===== src/rtl/fp_pkg.sv =====
// Shared constants and FSM encoding for the sequential single-precision subtractor.
package fp_pkg;

  localparam int          EXP_BIAS  = 127;
  localparam int          EXP_MAX   = 255;
  localparam logic [31:0] QNAN      = 32'h7FC00000;
  localparam int          ALIGN_CAP = 25;

  typedef enum logic [2:0] {
    IDLE,
    UNPACK,
    ALIGN,
    ADDSUB,
    NORM,
    PACK
  } state_t;

endpackage


===== src/rtl/fp_unpack.sv =====
// Combinational split of a single-precision word into fields; denormals flush to zero.
module fp_unpack (
  input  logic [31:0] word,
  output logic        sign,
  output logic [7:0]  exp,
  output logic [23:0] sig,
  output logic        is_zero,
  output logic        is_special
);

  assign sign       = word[31];
  assign exp        = word[30:23];
  assign is_zero    = (word[30:23] == 8'h00);
  assign is_special = (word[30:23] == 8'hFF);
  assign sig        = is_zero ? '0 : {1'b1, word[22:0]};

endmodule


===== src/rtl/fp_sub_seq.sv =====
// Multi-cycle single-precision subtractor (out = a - b), one-bit-per-cycle align/normalise.
module fp_sub_seq
  import fp_pkg::*;
(
  input  logic        clk,
  input  logic        rst,
  input  logic        start,
  input  logic [31:0] a,
  input  logic [31:0] b,
  output logic        busy,
  output logic        done,
  output logic [31:0] out
);

  state_t state, next;

  logic [31:0] a_r, b_r;
  logic        sa, sb, za, zb, na, nb;
  logic [7:0]  ea, eb;
  logic [23:0] ma, mb;

  logic               xs, ys, nan_f, zero_f;
  logic [23:0]        mx, my;
  logic signed [9:0]  e;
  logic [4:0]         d;

  logic              swap;
  logic [7:0]        dx;
  logic [4:0]        d_cap;
  logic [24:0]       res;
  logic [23:0]       res_n;
  logic signed [9:0] e_n, e_dec;
  logic [23:0]       mx_shl;

  fp_unpack u_a (.word(a_r), .sign(sa), .exp(ea), .sig(ma), .is_zero(za), .is_special(na));
  fp_unpack u_b (.word(b_r), .sign(sb), .exp(eb), .sig(mb), .is_zero(zb), .is_special(nb));

  assign busy = (state != IDLE);

  always_comb begin
    swap   = (eb > ea) || ((eb == ea) && (mb > ma));
    dx     = swap ? (eb - ea) : (ea - eb);
    d_cap  = (dx > 8'(ALIGN_CAP)) ? 5'(ALIGN_CAP) : dx[4:0];
    res    = (xs == ys) ? ({1'b0, mx} + {1'b0, my}) : ({1'b0, mx} - {1'b0, my});
    res_n  = res[24] ? res[24:1] : res[23:0];
    e_n    = res[24] ? (e + 10'sd1) : e;
    e_dec  = e - 10'sd1;
    mx_shl = {mx[22:0], 1'b0};
  end

  always_ff @(posedge clk) begin
    if (rst) state <= IDLE;
    else     state <= next;
  end

  always_comb begin
    next = state;
    case (state)
      IDLE:   if (start) next = UNPACK;
      UNPACK: begin
        if (na || nb)        next = PACK;
        else if (d_cap != 0) next = ALIGN;
        else                 next = ADDSUB;
      end
      ALIGN:  if (d == 5'd1) next = ADDSUB;
      ADDSUB: begin
        if (res == '0 || res_n[23]) next = PACK;
        else                        next = NORM;
      end
      // Exit decision uses the post-shift values so each NORM cycle is exactly one shift.
      NORM:   if (e_dec <= 10'sd0 || mx_shl[23]) next = PACK;
      PACK:   next = IDLE;
      default: next = IDLE;
    endcase
  end

  always_ff @(posedge clk) begin
    if (rst) begin
      a_r <= '0; b_r <= '0;
      xs <= 1'b0; ys <= 1'b0; mx <= '0; my <= '0;
      e <= '0; d <= '0; nan_f <= 1'b0; zero_f <= 1'b0;
      out <= '0; done <= 1'b0;
    end else begin
      done <= (state == PACK);
      case (state)
        IDLE: if (start) begin
          a_r    <= a;
          b_r    <= {~b[31], b[30:0]};
          nan_f  <= 1'b0;
          zero_f <= 1'b0;
        end
        UNPACK: begin
          xs    <= swap ? sb : sa;
          ys    <= swap ? sa : sb;
          mx    <= swap ? mb : ma;
          my    <= ((dx > 8'(ALIGN_CAP)) || (swap ? za : zb)) ? '0 : (swap ? ma : mb);
          e     <= $signed({2'b00, (swap ? eb : ea)});
          d     <= d_cap;
          nan_f <= na | nb;
        end
        ALIGN: begin
          my <= my >> 1;
          d  <= d - 5'd1;
        end
        ADDSUB: begin
          if (res == '0) zero_f <= 1'b1;
          mx <= res_n;
          e  <= e_n;
        end
        NORM: begin
          mx <= mx_shl;
          e  <= e_dec;
          if (e_dec <= 10'sd0) zero_f <= 1'b1;
        end
        PACK: begin
          if (nan_f)                    out <= QNAN;
          else if (zero_f)              out <= '0;
          else if (int'(e) >= EXP_MAX)  out <= {xs, 8'hFF, 23'h0};
          else                          out <= {xs, e[7:0], mx[22:0]};
        end
        default: ;
      endcase
    end
  end

endmodule


===== config.mk =====
export PLATFORM = sky130hd
export DESIGN_NAME = fp_sub_seq
export DESIGN_NICKNAME = d
export VERILOG_FILES = /design/src/rtl/fp_pkg.sv /design/src/rtl/fp_unpack.sv /design/src/rtl/fp_sub_seq.sv
export SDC_FILE = /design/constraint.sdc
export NUM_CORES = 1
export LEC_CHECK = 0
export BUFFER_PORTS_ARGS = -buffer_cell sky130_fd_sc_hd__buf_2
export CORE_ASPECT_RATIO = 1.4
export CORE_UTILIZATION = 60
export CTS_CLUSTER_SIZE = 14
export DETAILED_ROUTE_END_ITERATION = 12
export PLACE_DENSITY = 0.81
export SYNTH_ARGS = -nofsm -noshare
export SYNTH_HDL_FRONTEND = slang
export SYNTH_SLANG_ARGS = --single-unit
export TNS_END_PERCENT = 30

===== constraint.sdc =====
create_clock -name clk -period 5.15 [get_ports clk]
set_input_delay 0.515 -clock clk [delete_from_list [all_inputs] [get_ports clk]]
set_output_delay 0.515 -clock clk [all_outputs]
set_load 0.01 [all_outputs]

## Yosys cells after proc, flatten, opt, wreduce, memory -nomap -nowiden

Cells that the tools add are included.

- Add/subtract/negate cells: 7
- Magnitude comparators: 5
- Equality and inequality tests: 16
- Muxes and demuxes: 33
- Bitwise operators: 2
- Reductions and logical operators: 21

Operators with widths:

| operator | count |
|---|---|
| 24-bit 2-to-1 mux | 6 |
| 24-bit case mux with 3 select lines | 1 |
| 32-bit 2-to-1 mux | 2 |
| 24-bit case mux with 2 select lines | 1 |
| 31-bit 2-to-1 mux | 1 |
| 10-bit case mux with 3 select lines | 1 |
| 24-bit by 24-bit adder with 25-bit output | 1 |
| 25-bit logical NOT | 1 |
| 25-bit 2-to-1 mux | 1 |
| 24-bit by 24-bit subtractor with 25-bit output | 1 |
| 24-bit greater-than comparator | 1 |
| 8-bit == test, second input constant | 2 |
| 8-bit logical NOT | 2 |
| 8-bit 2-to-1 mux | 2 |
| 8-bit subtractor | 2 |
| 3-bit case mux with 5 select lines | 1 |
| 3-bit 2-to-1 mux | 4 |
| 2-bit inequality test, second input constant | 6 |
| 10-bit by 2-bit adder with 10-bit output, second input constant | 1 |
| 10-bit by 9-bit greater-or-equal comparator with 1-bit output, second input constant | 1 |
| 10-bit by 1-bit <= comparator with 1-bit output, second input constant | 1 |
| 10-bit 2-to-1 mux | 1 |
| 5-bit case mux with 2 select lines | 1 |
| 10-bit by 2-bit subtractor with 10-bit output, second input constant | 1 |
| other kinds (24) | 42 |

- Register bits: 167
- Bits of input ports: 67

## Logic depth before layout (Yosys ltp)

- Word-level depth: 12
- Depth in mapped cells: 19

## Modules after synthesis

Synthesis repeated with hierarchy kept, for this count alone.

- Cells, all modules: 1537
- Area, all modules: 12127.9 µm²

By module, submodules not included:

| module | times used | cells an instance | area an instance (µm²) |
|---|---|---|---|
| fp_sub_seq | 1 | 1451 | 11402.2 |
| fp_unpack | 2 | 43 | 362.8 |

## Worst setup path before layout

Ideal clock, no wire load.

- Path type: reg-to-reg
- Start: register a_r[24]
- End: register my[10]
- Arrival time: 4340 ps
- Slack: 735 ps
- Stages on the path, launching flop included: 18
- Path buffers: 7
- Cell sequence: dfxtp_1 -> nor4_1 -> nand2_1 -> clkbuf_1 -> buf_1 -> clkbuf_1 -> nand2_1 -> ha_1 -> nand4_1 -> nor4_1 -> o311ai_0 -> a31oi_1 -> buf_2 -> buf_2 -> buf_2 -> clkbuf_1 -> a31oi_1 -> o22ai_1

- Cells in the longest elaborated chain, start to end: 10
- Elaborated cells between the ends (all ways): 16
- Classes of those cells: 2 x add/sub; 3 x order compare; 1 x eq/ne; 6 x mux; 4 x reduce/logical

RTL lines:

| element | RTL line | source |
|---|---|---|
| start, declared | fp_sub_seq.sv:17 | `logic [31:0] a_r, b_r;` |
| start signal, assigned | fp_sub_seq.sv:79 | `a_r <= '0; b_r <= '0;` |
| start signal, assigned | fp_sub_seq.sv:87 | `a_r <= a;` |
| 8-bit logical NOT | fp_unpack.sv:13 | `assign is_zero = (word[30:23] == 8'h00);` |
| 24-bit 2-to-1 mux | fp_unpack.sv:15 | `assign sig = is_zero ? '0 : {1'b1, word[22:0]};` |
| 24-bit greater-than comparator | fp_sub_seq.sv:41 | `swap = (eb > ea) \|\| ((eb == ea) && (mb > ma));` |
| 1-bit logical AND | fp_sub_seq.sv:41 |  |
| 1-bit logical OR | fp_sub_seq.sv:41 |  |
| 8-bit 2-to-1 mux | fp_sub_seq.sv:42 | `dx = swap ? (eb - ea) : (ea - eb);` |
| 8-bit by 5-bit greater-than comparator with 1-bit output | fp_sub_seq.sv:96 | `my <= ((dx > 8'(ALIGN_CAP)) \|\| (swap ? za : zb)) ? '0 : (swap ? ma : mb);` |
| 1-bit logical OR | fp_sub_seq.sv:96 |  |
| 24-bit 2-to-1 mux (*) | fp_sub_seq.sv:96 |  |
| 24-bit case mux with 2 select lines (*) | fp_sub_seq.sv:85 | `case (state)` |
| end signal, assigned | fp_sub_seq.sv:96 |  |
| end signal, assigned | fp_sub_seq.sv:102 | `my <= my >> 1;` |
| end, declared | fp_sub_seq.sv:23 | `logic [23:0] mx, my;` |

Every way passes the cells marked *; elsewhere a longest branch is shown, timed or not.
A chain may end at the register's enable or synchronous reset.

## Worst setup path in the final report

- Start: register my[10]
- End: register mx[5]

- Cells in the longest elaborated chain, start to end: 4
- Elaborated cells between the ends (all ways): 5
- Classes of those cells: 2 x add/sub; 3 x mux

RTL lines:

| element | RTL line | source |
|---|---|---|
| 24-bit by 24-bit subtractor with 25-bit output or 24-bit by 24-bit adder with 25-bit output (tied branches) | fp_sub_seq.sv:44 | `res = (xs == ys) ? ({1'b0, mx} + {1'b0, my}) : ({1'b0, mx} - {1'b0, my});` |
| 25-bit 2-to-1 mux (*) | fp_sub_seq.sv:44 |  |
| 24-bit 2-to-1 mux (*) | fp_sub_seq.sv:45 | `res_n = res[24] ? res[24:1] : res[23:0];` |
| 24-bit case mux with 3 select lines (*) | fp_sub_seq.sv:85 |  |
| end signal, assigned | fp_sub_seq.sv:95 | `mx <= swap ? mb : ma;` |
| end signal, assigned | fp_sub_seq.sv:107 | `mx <= res_n;` |
| end signal, assigned | fp_sub_seq.sv:111 | `mx <= mx_shl;` |
| end, declared | fp_sub_seq.sv:23 |  |

Marks and branches as above.

==> flow_metrics.env <==
export IMPL_grt_usage=0.3244
export IMPL_grtUsageMet1=0.4032
export IMPL_clkSinkCount=167
export IMPL_io_buffers=100
export IMPL_fmax_ghz=0.2039
export IMPL_critPathLaunchType="flop"
export IMPL_syn_nets=1703
export IMPL_clockBufferDepth=2
export IMPL_ys_types=77
export IMPL_drtAntennaViolNets=0
export IMPL_power_frac_comb=0.534
export IMPL_cp_arrival_ns=5.23
export IMPL_ctsRootBufferMaster="clkbuf_16"
export IMPL_grt_pass1_wl_um=51120
export IMPL_nets=1744
export IMPL_antenna_found_initial=0
export IMPL_grt_ovfl_total=0
export IMPL_grt_max_degree=93
export IMPL_leakage_nw=5.327
export IMPL_status="finished clean"
export IMPL_dieArea_um2=19620
export IMPL_post_drt_via_cell_ratio=6.209
export IMPL_slew_viol_final=0
export IMPL_cts_buffers=17
export IMPL_cts_setup_buffers=0
export IMPL_grt_pass1_vias=10370
export IMPL_cpMaxStageDelayCell="or4_1"
export IMPL_post_route_min_period_ns=4.905
export IMPL_internal_power_w=0.003578
export IMPL_postCtsHoldBufs=0
export IMPL_switchingPower_w=0.003187
export IMPL_cts_max_level=4
export IMPL_path_clk_slew_ns=0.07
export IMPL_finalPower_w=0.006765
export IMPL_cts_tree="built"
export IMPL_worst_slack_ns=0.2453
export IMPL_criticalPathCategory="flop to flop"
export IMPL_cp_common_cell="o21ai_0"
export IMPL_p_per_area_nw_per_um2=533.4
export IMPL_rows=59
export IMPL_power_frac_seq=0.274
export IMPL_hpwl_um=23770
export IMPL_rsz0062_at_grt="false"
export IMPL_synth_seq_cells=167
export IMPL_synthCells=1564
export IMPL_gp_congestion=1.044
export IMPL_setup_violations_final=0
export IMPL_finalSetupTns_ns=0
export IMPL_drt_wirelength_per_cell_um=17.14
export IMPL_ir_drop_mv=0.2981
export IMPL_hold_violations=0
export IMPL_worstMarginPinSlew_ns=1.147
export IMPL_drc=0
export IMPL_postLayoutCellArea_um2=12680
export IMPL_vias=11560
export IMPL_synthFlopType="dfxtp_1"
export IMPL_swShare=0.4711
export IMPL_diodes=0
export IMPL_grtUsageMet2=0.5579
export IMPL_cap_violations=0
export IMPL_core_area_um2=18600
export IMPL_die_y_um=165.4
export IMPL_synth_seq_area_share=0.2923
export IMPL_dpl_cell_area_um2=12080
export IMPL_preCtsSetupSlack_ns=0.1789
export IMPL_use_met3=0.03984
export IMPL_required_ns=5.48
export IMPL_start_util=0.6147
export IMPL_io_pins=101
export IMPL_slew_headroom=0.2326
export IMPL_drt_iter0_markers=906
export IMPL_top_usage_layer="met2"
export IMPL_clock_latency_ns=0.44
export IMPL_finalCritPeriodShare=0.9524
export IMPL_path_cells="or4_1 > or3_1 > nor3_1 > nand3b_1 > nand2_1 > xnor2_1 > ha_1 > o21ai_0 > o21ai_0 > o2111ai_1 > a211oi_1 > a41o_4 > nor2_8 > buf_4 > mux2i_1 > a21oi_1 > nor2_1 > nor4_1"
export IMPL_synth_area_per_cell_um2=7.312
export IMPL_synth_edf_count=0
export IMPL_clock_power_share=0.192
export IMPL_dr_pass1_iters=6
export IMPL_area_growth_pct=10.90
export IMPL_routed_wl_um=31920
export IMPL_postSynth_asyncResetShare=0
export IMPL_finClkSkew_ns=0.009406
export IMPL_die_width_um=118.7
export IMPL_hold_class="primary input to flop"
export IMPL_crit_path_end_kind="flop"
export IMPL_crit_fanout=12
export IMPL_drive_above_1_share=0.1205
export IMPL_yosysWarnings=0
export IMPL_slowest_delay_ns=0.62
export IMPL_hold_ws_ns=0.2674
export IMPL_synth_area_um2=11440
## repair_timing
item | in CTS | in global routing
endpoints found under the setup margin | 0 | 36
gates resized for setup | 0 | 2
hold endpoints to repair | 0 | 0
## synth_stat cells, types with 8 or more instances
library cell	n	area share
o211ai_1	14	0.0092
o22ai_1	41	0.022
a21oi_1	154	0.067
and2_1	16	0.0088
a211oi_1	25	0.016
clkbuf_1	87	0.029
ha_1	69	0.075
buf_2	10	0.0044
nor4_1	19	0.010
nand4_1	19	0.010
nor2b_1	13	0.0071
a22oi_1	51	0.033
xnor2_1	31	0.024
nor3_1	31	0.014
xor2_1	22	0.017
a31oi_1	29	0.016
or4_1	8	0.0053
inv_1	59	0.019
mux2i_1	28	0.025
nor2_1	193	0.063
nand2_1	246	0.081
dfxtp_1	167	0.29
nand2b_1	11	0.0060
a221oi_1	8	0.0061
buf_1	10	0.0033
nand3_1	21	0.0092
o21ai_0	57	0.025
## layer usage
metal	vias to the layer above	part of all wire
li1	5666	-
met1	5379	0.43
met2	434	0.48
met3	82	0.057
met4	0	0.039
met5	-	0
## flip-flops by register name, indices dropped and copies added (netlist names), 3 cells and up
register / cells
d: 5
a_r: 32
my: 24
mx: 24
e: 10
state: 3
out: 32
b_r: 32
## per-stage QoR
| stage | cells | utilization |
|---|---|---|
| after global routing | 1862 | 0.6817 |
| after global placement | 1829 | 0.6491 |
| after detailed placement | 1829 | 0.6491 |
| after floorplan | 1564 | - |
| after CTS | 1861 | 0.6807 |
| final | 1862 | 0.6817 |
## logic make-up after synthesis
kind of cell,synth area share
AO/OA/AOI/OAI,0.2524
XOR/XNOR,0.04059
adder cells (fa/ha/maj),0.08074
buffers and inverters,0.05864
flip-flops,0.2923
multiplexers,0.03140
AND/OR/NAND/NOR,0.2439
## cells in the final DEF, fill, tap and decap left out, drive strengths merged, types with 7 or more instances in the layout
cell,synthesis,routed
mux2,7,7
nand4,19,19
o21ai,63,63
xnor2,31,31
or3,7,7
or4,8,8
o211ai,15,15
nand2b,11,11
clkbuf,87,20
a22oi,51,51
o31ai,7,7
dfxtp,167,167
nor4,21,21
a21oi,154,154
nor2b,14,14
ha,69,69
o22ai,41,41
nor3,32,32
nand3,21,21
a211oi,25,25
buf,22,130
nor2,195,196
inv,59,64
a221oi,8,8
mux2i,28,28
a311oi,7,7
and2,16,16
and3,7,7
nand2,246,246
a31oi,29,29
xor2,22,22
## final timing paths
check,startpoint,slack (ns),endpoint,cells after the start
worst max-delay path,my[10]$_SDFFE_PP0P_,0.25,mx[5]$_SDFFE_PP0P_,18
worst min-delay path,b[31],0.27,b_r[31]$_SDFFE_PP0P_,2
worst max register to register,my[10]$_SDFFE_PP0P_,0.25,mx[5]$_SDFFE_PP0P_,18
worst min register to register,b_r[19]$_SDFFE_PP0P_,0.45,b_r[19]$_SDFFE_PP0P_,2
## worst max-delay path: cells and delay by family, from the launching register on
family | cells | cell delay [ns]
mux | 1 | 0.08
flops | 1 | 0.37
buf+inv | 1 | 0.21
fa+ha+maj | 1 | 0.37
xor+xnor | 1 | 0.18
compound gates | 6 | 1.46
simple gates | 8 | 2.11
## area by class of cell
cell class | instances | area, µm²
fill | 1628 | 5921
multi-input combinational | 1230 | 7471
clock buffer | 20 | 446.7
tap | 244 | 305.3
inverter | 59 | 221.5
sequential | 167 | 3343
clock inverter | 12 | 141.4
timing repair buffer | 130 | 753.2
## power groups by stage
stage	clock network (W)	logic (W)	registers [W]
floorplan	0	0.00274	0.00171
global placement	0	0.00346	0.00186
detailed placement	0	0.00351	0.00187
CTS	0.00130	0.00354	0.00184
global route	0.00136	0.00396	0.00188
finish	0.00130	0.00361	0.00185
Note: power is estimated with default switching activity, not from simulation.
